**config.mk**
```make
export PLATFORM = sky130hd
export DESIGN_NAME = ml_accel_host_ctrl_flat
export DESIGN_NICKNAME = d
export VERILOG_FILES = /design/src/rtl/ml_accel_pkg.sv /design/src/rtl/ml_accel_host_ctrl_if.sv /design/src/rtl/ml_accel_tmo_cnt.sv /design/src/rtl/ml_accel_host_ctrl.sv /design/src/flat_wrapper.sv
export SDC_FILE = /design/constraint.sdc
export NUM_CORES = 1
export LEC_CHECK = 0
export BUFFER_PORTS_ARGS = -buffer_cell sky130_fd_sc_hd__buf_4
export CORE_ASPECT_RATIO = 2
export CORE_MARGIN = 2
export CORE_UTILIZATION = 49
export CTS_CLUSTER_SIZE = 12
export DETAILED_ROUTE_END_ITERATION = 16
export GPL_ROUTABILITY_DRIVEN = 0
export PLACE_DENSITY = 0.8
export SLEW_MARGIN = 20
export SYNTH_ARGS = -nofsm -noshare
export SYNTH_HDL_FRONTEND = slang
export SYNTH_SLANG_ARGS = --single-unit
export TNS_END_PERCENT = 10
```
**constraint.sdc**
```tcl
create_clock -name clk -period 2.6 [get_ports clk]
set_input_delay 0.26 -clock clk [delete_from_list [all_inputs] [get_ports clk]]
set_output_delay 0.26 -clock clk [all_outputs]
set_load 0.01 [all_outputs]
```
**src/rtl/ml_accel_pkg.sv**
```systemverilog
// ---------------------------------------------------------------------------
// ml_accel_pkg : shared encodings for the ML accelerator host controller (rev 1.0)
// ---------------------------------------------------------------------------
`default_nettype none

package ml_accel_pkg;

  typedef enum logic [2:0] {
    ST_IDLE   = 3'd0,
    ST_LAUNCH = 3'd1,
    ST_LOAD   = 3'd2,
    ST_ARM    = 3'd3,
    ST_RUN    = 3'd4,
    ST_RETIRE = 3'd5,
    ST_REPORT = 3'd6
  } host_state_t;

  localparam logic [1:0] CPL_OK   = 2'b00;
  localparam logic [1:0] CPL_TMO  = 2'b01;
  localparam logic [1:0] CPL_ZLEN = 2'b10;

  // Accelerator-side control FSM codes, mirrored here so benches can name them
  localparam logic [1:0] ACC_IDLE = 2'd0;
  localparam logic [1:0] ACC_BUSY = 2'd1;
  localparam logic [1:0] ACC_DONE = 2'd2;

endpackage

`default_nettype wire

```
**src/rtl/ml_accel_host_ctrl_if.sv**
```systemverilog
// ---------------------------------------------------------------------------
// ml_accel_host_ctrl_if : command, source, buffer, accelerator and completion bus (rev 1.0)
// ---------------------------------------------------------------------------
`default_nettype none

interface ml_accel_host_ctrl_if #(
  parameter int DATA_W = 32,
  parameter int LEN_W  = 8
);
  logic              cmd_valid;
  logic [LEN_W-1:0]  cmd_len;
  logic              cmd_ready;
  logic              src_valid;
  logic [DATA_W-1:0] src_data;
  logic              src_ready;
  logic              buf_we;
  logic [LEN_W-1:0]  buf_addr;
  logic [DATA_W-1:0] buf_wdata;
  logic              accel_start;
  logic              accel_data_ready;
  logic              accel_ack;
  logic              accel_busy;
  logic              accel_idle;
  logic              cpl_valid;
  logic [1:0]        cpl_status;
  logic              cpl_ready;
  logic              err_timeout;

  modport master (
    input  cmd_valid, cmd_len, src_valid, src_data, accel_busy, accel_idle, cpl_ready,
    output cmd_ready, src_ready, buf_we, buf_addr, buf_wdata,
           accel_start, accel_data_ready, accel_ack, cpl_valid, cpl_status, err_timeout
  );

  modport slave (
    output cmd_valid, cmd_len, src_valid, src_data, accel_busy, accel_idle, cpl_ready,
    input  cmd_ready, src_ready, buf_we, buf_addr, buf_wdata,
           accel_start, accel_data_ready, accel_ack, cpl_valid, cpl_status, err_timeout
  );
endinterface

`default_nettype wire

```
**src/rtl/ml_accel_tmo_cnt.sv**
```systemverilog
// ---------------------------------------------------------------------------
// ml_accel_tmo_cnt : clear/enable watchdog counter with expiry compare (rev 1.0)
// ---------------------------------------------------------------------------
`default_nettype none

module ml_accel_tmo_cnt #(
  parameter int          TMO_W          = 16,
  parameter int unsigned TIMEOUT_CYCLES = 16'hFFFF
) (
  input  wire logic clk,
  input  wire logic reset_n,
  input  wire logic clr,
  input  wire logic en,
  output logic      expired
);

  logic [TMO_W-1:0] tmo;

  always_ff @(posedge clk) begin
    if (!reset_n || clr) begin
      tmo <= '0;
    end else if (en) begin
      tmo <= tmo + TMO_W'(1);
    end
  end

  assign expired = en && (tmo == TMO_W'(TIMEOUT_CYCLES));

endmodule

`default_nettype wire

```
**src/rtl/ml_accel_host_ctrl.sv**
```systemverilog
// ---------------------------------------------------------------------------
// ml_accel_host_ctrl : launches a job, stages its input words and retires it (rev 1.0)
// ---------------------------------------------------------------------------
`default_nettype none

module ml_accel_host_ctrl
  import ml_accel_pkg::*;
#(
  parameter int          DATA_W         = 32,
  parameter int          LEN_W          = 8,
  parameter int          TMO_W          = 16,
  parameter int unsigned TIMEOUT_CYCLES = 16'hFFFF
) (
  input  wire logic           clk,
  input  wire logic           reset_n,
  ml_accel_host_ctrl_if.master bus
);

  host_state_t      state;
  logic [LEN_W-1:0] len;
  logic [LEN_W-1:0] cnt;
  logic             start_q;
  logic             load_q;
  logic             dready_q;
  logic             ack_q;
  logic             cpl_valid_q;
  logic [1:0]       status_q;
  logic             err_q;
  logic             hs;
  logic             tmo_en;
  logic             tmo_clr;
  logic             tmo_exp;

  assign hs      = load_q && bus.src_valid;
  assign tmo_en  = (state == ST_ARM) || (state == ST_RUN);
  // Re-arm the watchdog on the ARM->RUN hop so each phase gets a full budget
  assign tmo_clr = !tmo_en || ((state == ST_ARM) && bus.accel_busy);

  ml_accel_tmo_cnt #(
    .TMO_W          (TMO_W),
    .TIMEOUT_CYCLES (TIMEOUT_CYCLES)
  ) u_tmo (
    .clk     (clk),
    .reset_n (reset_n),
    .clr     (tmo_clr),
    .en      (tmo_en),
    .expired (tmo_exp)
  );

  always_ff @(posedge clk) begin
    if (!reset_n) begin
      state       <= ST_IDLE;
      len         <= '0;
      cnt         <= '0;
      start_q     <= 1'b0;
      load_q      <= 1'b0;
      dready_q    <= 1'b0;
      ack_q       <= 1'b0;
      cpl_valid_q <= 1'b0;
      status_q    <= CPL_OK;
      err_q       <= 1'b0;
    end else begin
      case (state)
        ST_IDLE: begin
          if (bus.cmd_valid && bus.accel_idle) begin
            len <= bus.cmd_len;
            cnt <= '0;
            if (bus.cmd_len == '0) begin
              cpl_valid_q <= 1'b1;
              status_q    <= CPL_ZLEN;
              state       <= ST_REPORT;
            end else begin
              start_q <= 1'b1;
              state   <= ST_LAUNCH;
            end
          end
        end
        ST_LAUNCH: begin
          start_q <= 1'b0;
          load_q  <= 1'b1;
          state   <= ST_LOAD;
        end
        ST_LOAD: begin
          if (hs) begin
            cnt <= cnt + LEN_W'(1);
            if (cnt == len - LEN_W'(1)) begin
              load_q   <= 1'b0;
              dready_q <= 1'b1;
              state    <= ST_ARM;
            end
          end
        end
        ST_ARM: begin
          if (bus.accel_busy) begin
            dready_q <= 1'b0;
            state    <= ST_RUN;
          end else if (tmo_exp) begin
            dready_q    <= 1'b0;
            cpl_valid_q <= 1'b1;
            status_q    <= CPL_TMO;
            err_q       <= 1'b1;
            state       <= ST_REPORT;
          end
        end
        ST_RUN: begin
          if (!bus.accel_busy) begin
            ack_q <= 1'b1;
            state <= ST_RETIRE;
          end else if (tmo_exp) begin
            cpl_valid_q <= 1'b1;
            status_q    <= CPL_TMO;
            err_q       <= 1'b1;
            state       <= ST_REPORT;
          end
        end
        ST_RETIRE: begin
          if (bus.accel_idle) begin
            ack_q       <= 1'b0;
            cpl_valid_q <= 1'b1;
            status_q    <= CPL_OK;
            state       <= ST_REPORT;
          end
        end
        ST_REPORT: begin
          if (bus.cpl_ready) begin
            cpl_valid_q <= 1'b0;
            status_q    <= CPL_OK;
            state       <= ST_IDLE;
          end
        end
        default: state <= ST_IDLE;
      endcase
    end
  end

  assign bus.cmd_ready        = (state == ST_IDLE) && bus.accel_idle;
  assign bus.src_ready        = load_q;
  assign bus.buf_we           = hs;
  assign bus.buf_addr         = cnt;
  assign bus.buf_wdata        = load_q ? bus.src_data : {DATA_W{1'b0}};
  assign bus.accel_start      = start_q;
  assign bus.accel_data_ready = dready_q;
  assign bus.accel_ack        = ack_q;
  assign bus.cpl_valid        = cpl_valid_q;
  assign bus.cpl_status       = status_q;
  assign bus.err_timeout      = err_q;

endmodule

`default_nettype wire

```
**src/flat_wrapper.sv**
```systemverilog
// flat-port wrapper written by rule: the top's interface ports become plain ports
module ml_accel_host_ctrl_flat import ml_accel_pkg::*;
#(
  parameter int          DATA_W         = 32,
  parameter int          LEN_W          = 8,
  parameter int          TMO_W          = 16,
  parameter int unsigned TIMEOUT_CYCLES = 16'hFFFF
)
  (clk, reset_n, bus_cmd_valid, bus_cmd_len, bus_src_valid, bus_src_data, bus_accel_busy, bus_accel_idle, bus_cpl_ready, bus_cmd_ready, bus_src_ready, bus_buf_we, bus_buf_addr, bus_buf_wdata, bus_accel_start, bus_accel_data_ready, bus_accel_ack, bus_cpl_valid, bus_cpl_status, bus_err_timeout);
  ml_accel_host_ctrl_if #(.DATA_W(DATA_W), .LEN_W(LEN_W)) bus_i ();
  input  wire logic clk;
  input  wire logic reset_n;
  input wire logic [$bits(bus_i.cmd_valid)-1:0] bus_cmd_valid;
  input wire logic [$bits(bus_i.cmd_len)-1:0] bus_cmd_len;
  input wire logic [$bits(bus_i.src_valid)-1:0] bus_src_valid;
  input wire logic [$bits(bus_i.src_data)-1:0] bus_src_data;
  input wire logic [$bits(bus_i.accel_busy)-1:0] bus_accel_busy;
  input wire logic [$bits(bus_i.accel_idle)-1:0] bus_accel_idle;
  input wire logic [$bits(bus_i.cpl_ready)-1:0] bus_cpl_ready;
  output wire logic [$bits(bus_i.cmd_ready)-1:0] bus_cmd_ready;
  output wire logic [$bits(bus_i.src_ready)-1:0] bus_src_ready;
  output wire logic [$bits(bus_i.buf_we)-1:0] bus_buf_we;
  output wire logic [$bits(bus_i.buf_addr)-1:0] bus_buf_addr;
  output wire logic [$bits(bus_i.buf_wdata)-1:0] bus_buf_wdata;
  output wire logic [$bits(bus_i.accel_start)-1:0] bus_accel_start;
  output wire logic [$bits(bus_i.accel_data_ready)-1:0] bus_accel_data_ready;
  output wire logic [$bits(bus_i.accel_ack)-1:0] bus_accel_ack;
  output wire logic [$bits(bus_i.cpl_valid)-1:0] bus_cpl_valid;
  output wire logic [$bits(bus_i.cpl_status)-1:0] bus_cpl_status;
  output wire logic [$bits(bus_i.err_timeout)-1:0] bus_err_timeout;
  assign bus_i.cmd_valid = bus_cmd_valid;
  assign bus_i.cmd_len = bus_cmd_len;
  assign bus_i.src_valid = bus_src_valid;
  assign bus_i.src_data = bus_src_data;
  assign bus_i.accel_busy = bus_accel_busy;
  assign bus_i.accel_idle = bus_accel_idle;
  assign bus_i.cpl_ready = bus_cpl_ready;
  assign bus_cmd_ready = bus_i.cmd_ready;
  assign bus_src_ready = bus_i.src_ready;
  assign bus_buf_we = bus_i.buf_we;
  assign bus_buf_addr = bus_i.buf_addr;
  assign bus_buf_wdata = bus_i.buf_wdata;
  assign bus_accel_start = bus_i.accel_start;
  assign bus_accel_data_ready = bus_i.accel_data_ready;
  assign bus_accel_ack = bus_i.accel_ack;
  assign bus_cpl_valid = bus_i.cpl_valid;
  assign bus_cpl_status = bus_i.cpl_status;
  assign bus_err_timeout = bus_i.err_timeout;
  ml_accel_host_ctrl #(.DATA_W(DATA_W), .LEN_W(LEN_W), .TMO_W(TMO_W), .TIMEOUT_CYCLES(TIMEOUT_CYCLES)) u_core (.clk(clk), .reset_n(reset_n), .bus(bus_i));
endmodule
```
==> flow_summary.toml <==
[pwr]
power.net_switching_uw = 535
pwr-share-clk = 0.339
power.internal_mw = 1.32
p_comb_frac = 0.270
switching_share = 0.288
power_density_mw_per_mm2 = 534
ir_worst_vdd_mv = 0.504
p_leak_nw = 1.50
power_frac_seq = 0.391

[clock_tree]
post_cts_buffers = 0
cts_tree = "done"
cts-buffers-inserted = 5
clk_pin_slew_worst_paths_ns = 0.08
htreeDepth = 2
post_cts_resize_count = 0
postCtsHoldBufs = 0
clockBufferDepth = 2
clock_latency_ns = 0.31
cts_sinks = 43
cts_root_buf = "clkbuf_8"

[worst_setup_path]
required_ns = 2.77
worstSetupStartpointType = "register"
worstPathCellList = "or3b_1 -> a21oi_1 -> nor3b_2 -> nand3_1 -> xor2_1 -> nor2_1"
cp_max_fo = 12
critPathArrivalTime_ns = 2.21
setup.worst_path.class = "reg2reg"
cp-end-kind = "register"
slowest_stage = "or3b_1"
crit_family = "simple AND/OR/NAND/NOR gates"
cp_slowest_stage_delay_ns = 0.49
cp.buffers_inverters = 0

[synthesis]
synth_flop_cell = "dfxtp_1"
syn-num-nets = 377
synthDistinctLibCells = 59
ys_ff_latch = 43
syn-cell-area_mm2 = 0.00259
synth_area_per_cell_um2 = 7.91
yosysWarnings = 0
seq_area_frac_synth = 0.333
netlist_instances = 327
async_flop_share = 0
synth_edf_count = 0

[timing]
setup_slack_ns = 0.558
rsz0062_at_grt = "false"
worstMarginPinSlew_ns = 0.745
finalMaxSlewViolations = 0
fin_tns_setup_ns = 0
fmax_mhz = 490
setup-violations-final = 0
timing_hold_violations_final = 0
skew_ns = 0.0140
min_period_ns = 2.04
relSlewSlack = 0.495
period_share = 0.785

[floorplanning]
initial_core_util = 0.504
die_area_mm2 = 0.00591
die_w_um = 55.4
coreArea_mm2 = 0.00514
pin_count = 97
row_count = 37
fp.dieH_um = 107

[layout]
final_common_cell = "buf_4"
final_cell_mix = "buf_4 (101), dfxtp_1 (43), nand2_1 (40)"
antennaDiodeCount = 0
final_nets = 470
nFillCells = 442
layout-drive-gt1-share = 0.285
design_area_mm2 = 0.00348
synthToLayoutAreaGrowth_pct = 34.3

[status]
outcome = "completed"

[grt]
grt_usage = 0.250
grt_pass1_wl_um = 11900
overflow = 0
grt_antenna_before_repair = 0
gr-usage-met2 = 0.481
grt_use_met1 = 0.241
busiest_layer = "met2"
grt_pass1_vias = 2574
grt_max_degree = 36
grtUsageMet3 = 0.0434

[placed_design]
pre_cts_slack_ns = 0.593
io_buffers = 96
dpl.hpwl_um = 5710
dpl_cell_area_mm2 = 0.00334

[drt]
postRouteAntennaNets = 0
num_vias = 2657
wl_per_cell_um = 15.1
viasPerCell = 5.55
finalWirelength_um = 7240
drt_iter0_markers = 123
dr.pass1.iters = 4
drc_errors = 0

[run]
drv_cap = 0

[hold_path]
min_path_type = "in2reg"
==> state kept, by name, indices dropped and copies added (netlist names), 2 cells and up <==
name	count
u_core.bus.buf_addr	8
u_core.bus.cpl_status	2
u_core.len	8
u_core.state	3
u_core.u_tmo.tmo	16
==> worst paths after layout <==
check                                            startpoint                          end  slack, ns  cells after the start
worst max-delay path                        u_core.state[0]         u_core.u_tmo.tmo[15]       0.56                      6
worst min-delay path                         bus_cmd_len[6]                u_core.len[6]       0.22                      3
worst max register to register              u_core.state[0]         u_core.u_tmo.tmo[15]       0.56                      6
worst min register to register  u_core.bus.accel_data_ready  u_core.bus.accel_data_ready       0.47                      2
==> cells by family (layout without fill, tap and decap cells) <==
logic type	after synthesis	in the layout	synth area share
xor gates and xnor gates	27	27	0.0914
buffers and inverters	23	117	0.0430
AOI/OAI and AO/OA	60	60	0.159
adders and majority gates	3	3	0.0145
muxes	1	1	0.00387
and+or+nand+nor	170	170	0.356
DFF	43	43	0.333
==> cells in the mapped netlist (all sizes together), types with 2 or more instances <==
master / number / area, µm²
nand2: 40 / 150
nor4: 4 / 55.1
nand3b: 3 / 22.5
and3: 5 / 31.3
a21boi: 13 / 97.6
clkbuf: 9 / 33.8
or3b: 2 / 17.5
a21oi: 13 / 65.1
xor2: 14 / 123
nand2b: 2 / 12.5
dfxtp: 43 / 861
ha: 3 / 37.5
a31oi: 3 / 18.8
nor2: 36 / 135
nor3b: 2 / 20.0
o21ai: 13 / 68.8
xnor2: 13 / 114
o211a: 2 / 20.0
nand3: 12 / 60.1
nor3: 6 / 35.0
or4: 4 / 33.8
inv: 8 / 32.5
buf: 5 / 36.3
o21a: 2 / 15.0
o221a: 2 / 22.5
nand4: 7 / 43.8
nor2b: 4 / 25.0
and2: 38 / 238
==> cell type report <==
class	count	area, µm²	area share
Inverter	8	32.5	0.00936
Clock inverter	3	67.6	0.0194
Tap cell	58	72.6	0.0209
Multi-Input combinational cell	261	1620	0.465
Clock buffer	5	68.8	0.0198
Timing Repair Buffer	101	758	0.218
Sequential cell	43	861	0.248
==> power groups by stage <==
stage	clock (mW)	sequential [mW]	combinational, mW
finish	0.628	0.726	0.500
floorplan	0	0.729	0.287
detailed placement	0	0.740	0.501
CTS	0.630	0.724	0.502
global placement	0	0.739	0.492
global route	0.656	0.730	0.548
==> metrics by stage <==
| step | instances | hold WS, ns | util | power (mW) |
|---|---|---|---|---|
| final | 479 | 0.216 | 0.676 | 1.85 |
| after global routing | 479 | 0.227 | 0.676 | 1.93 |
| after CTS | 479 | 0.222 | 0.676 | 1.86 |
| after detailed placement | 471 | 0.456 | 0.650 | 1.24 |
| after global placement | 471 | 0.453 | 0.650 | 1.23 |
| after floorplan | 327 | 0.405 | - | 1.02 |
==> worst reg2reg max path, cell delays in order (launching register included) <==
cell     delay, ns
dfxtp_1       0.46
or3b_1        0.49
a21oi_1       0.23
nor3b_2       0.37
nand3_1       0.14
xor2_1        0.15
nor2_1        0.07
==> routing by layer <==
layer	part of all wire	routed length [µm]
met3	0.032	229
met4	0.039	283
met2	0.57	4150
met5	0	0
met1	0.36	2580
(Power assumes the default switching activity.)
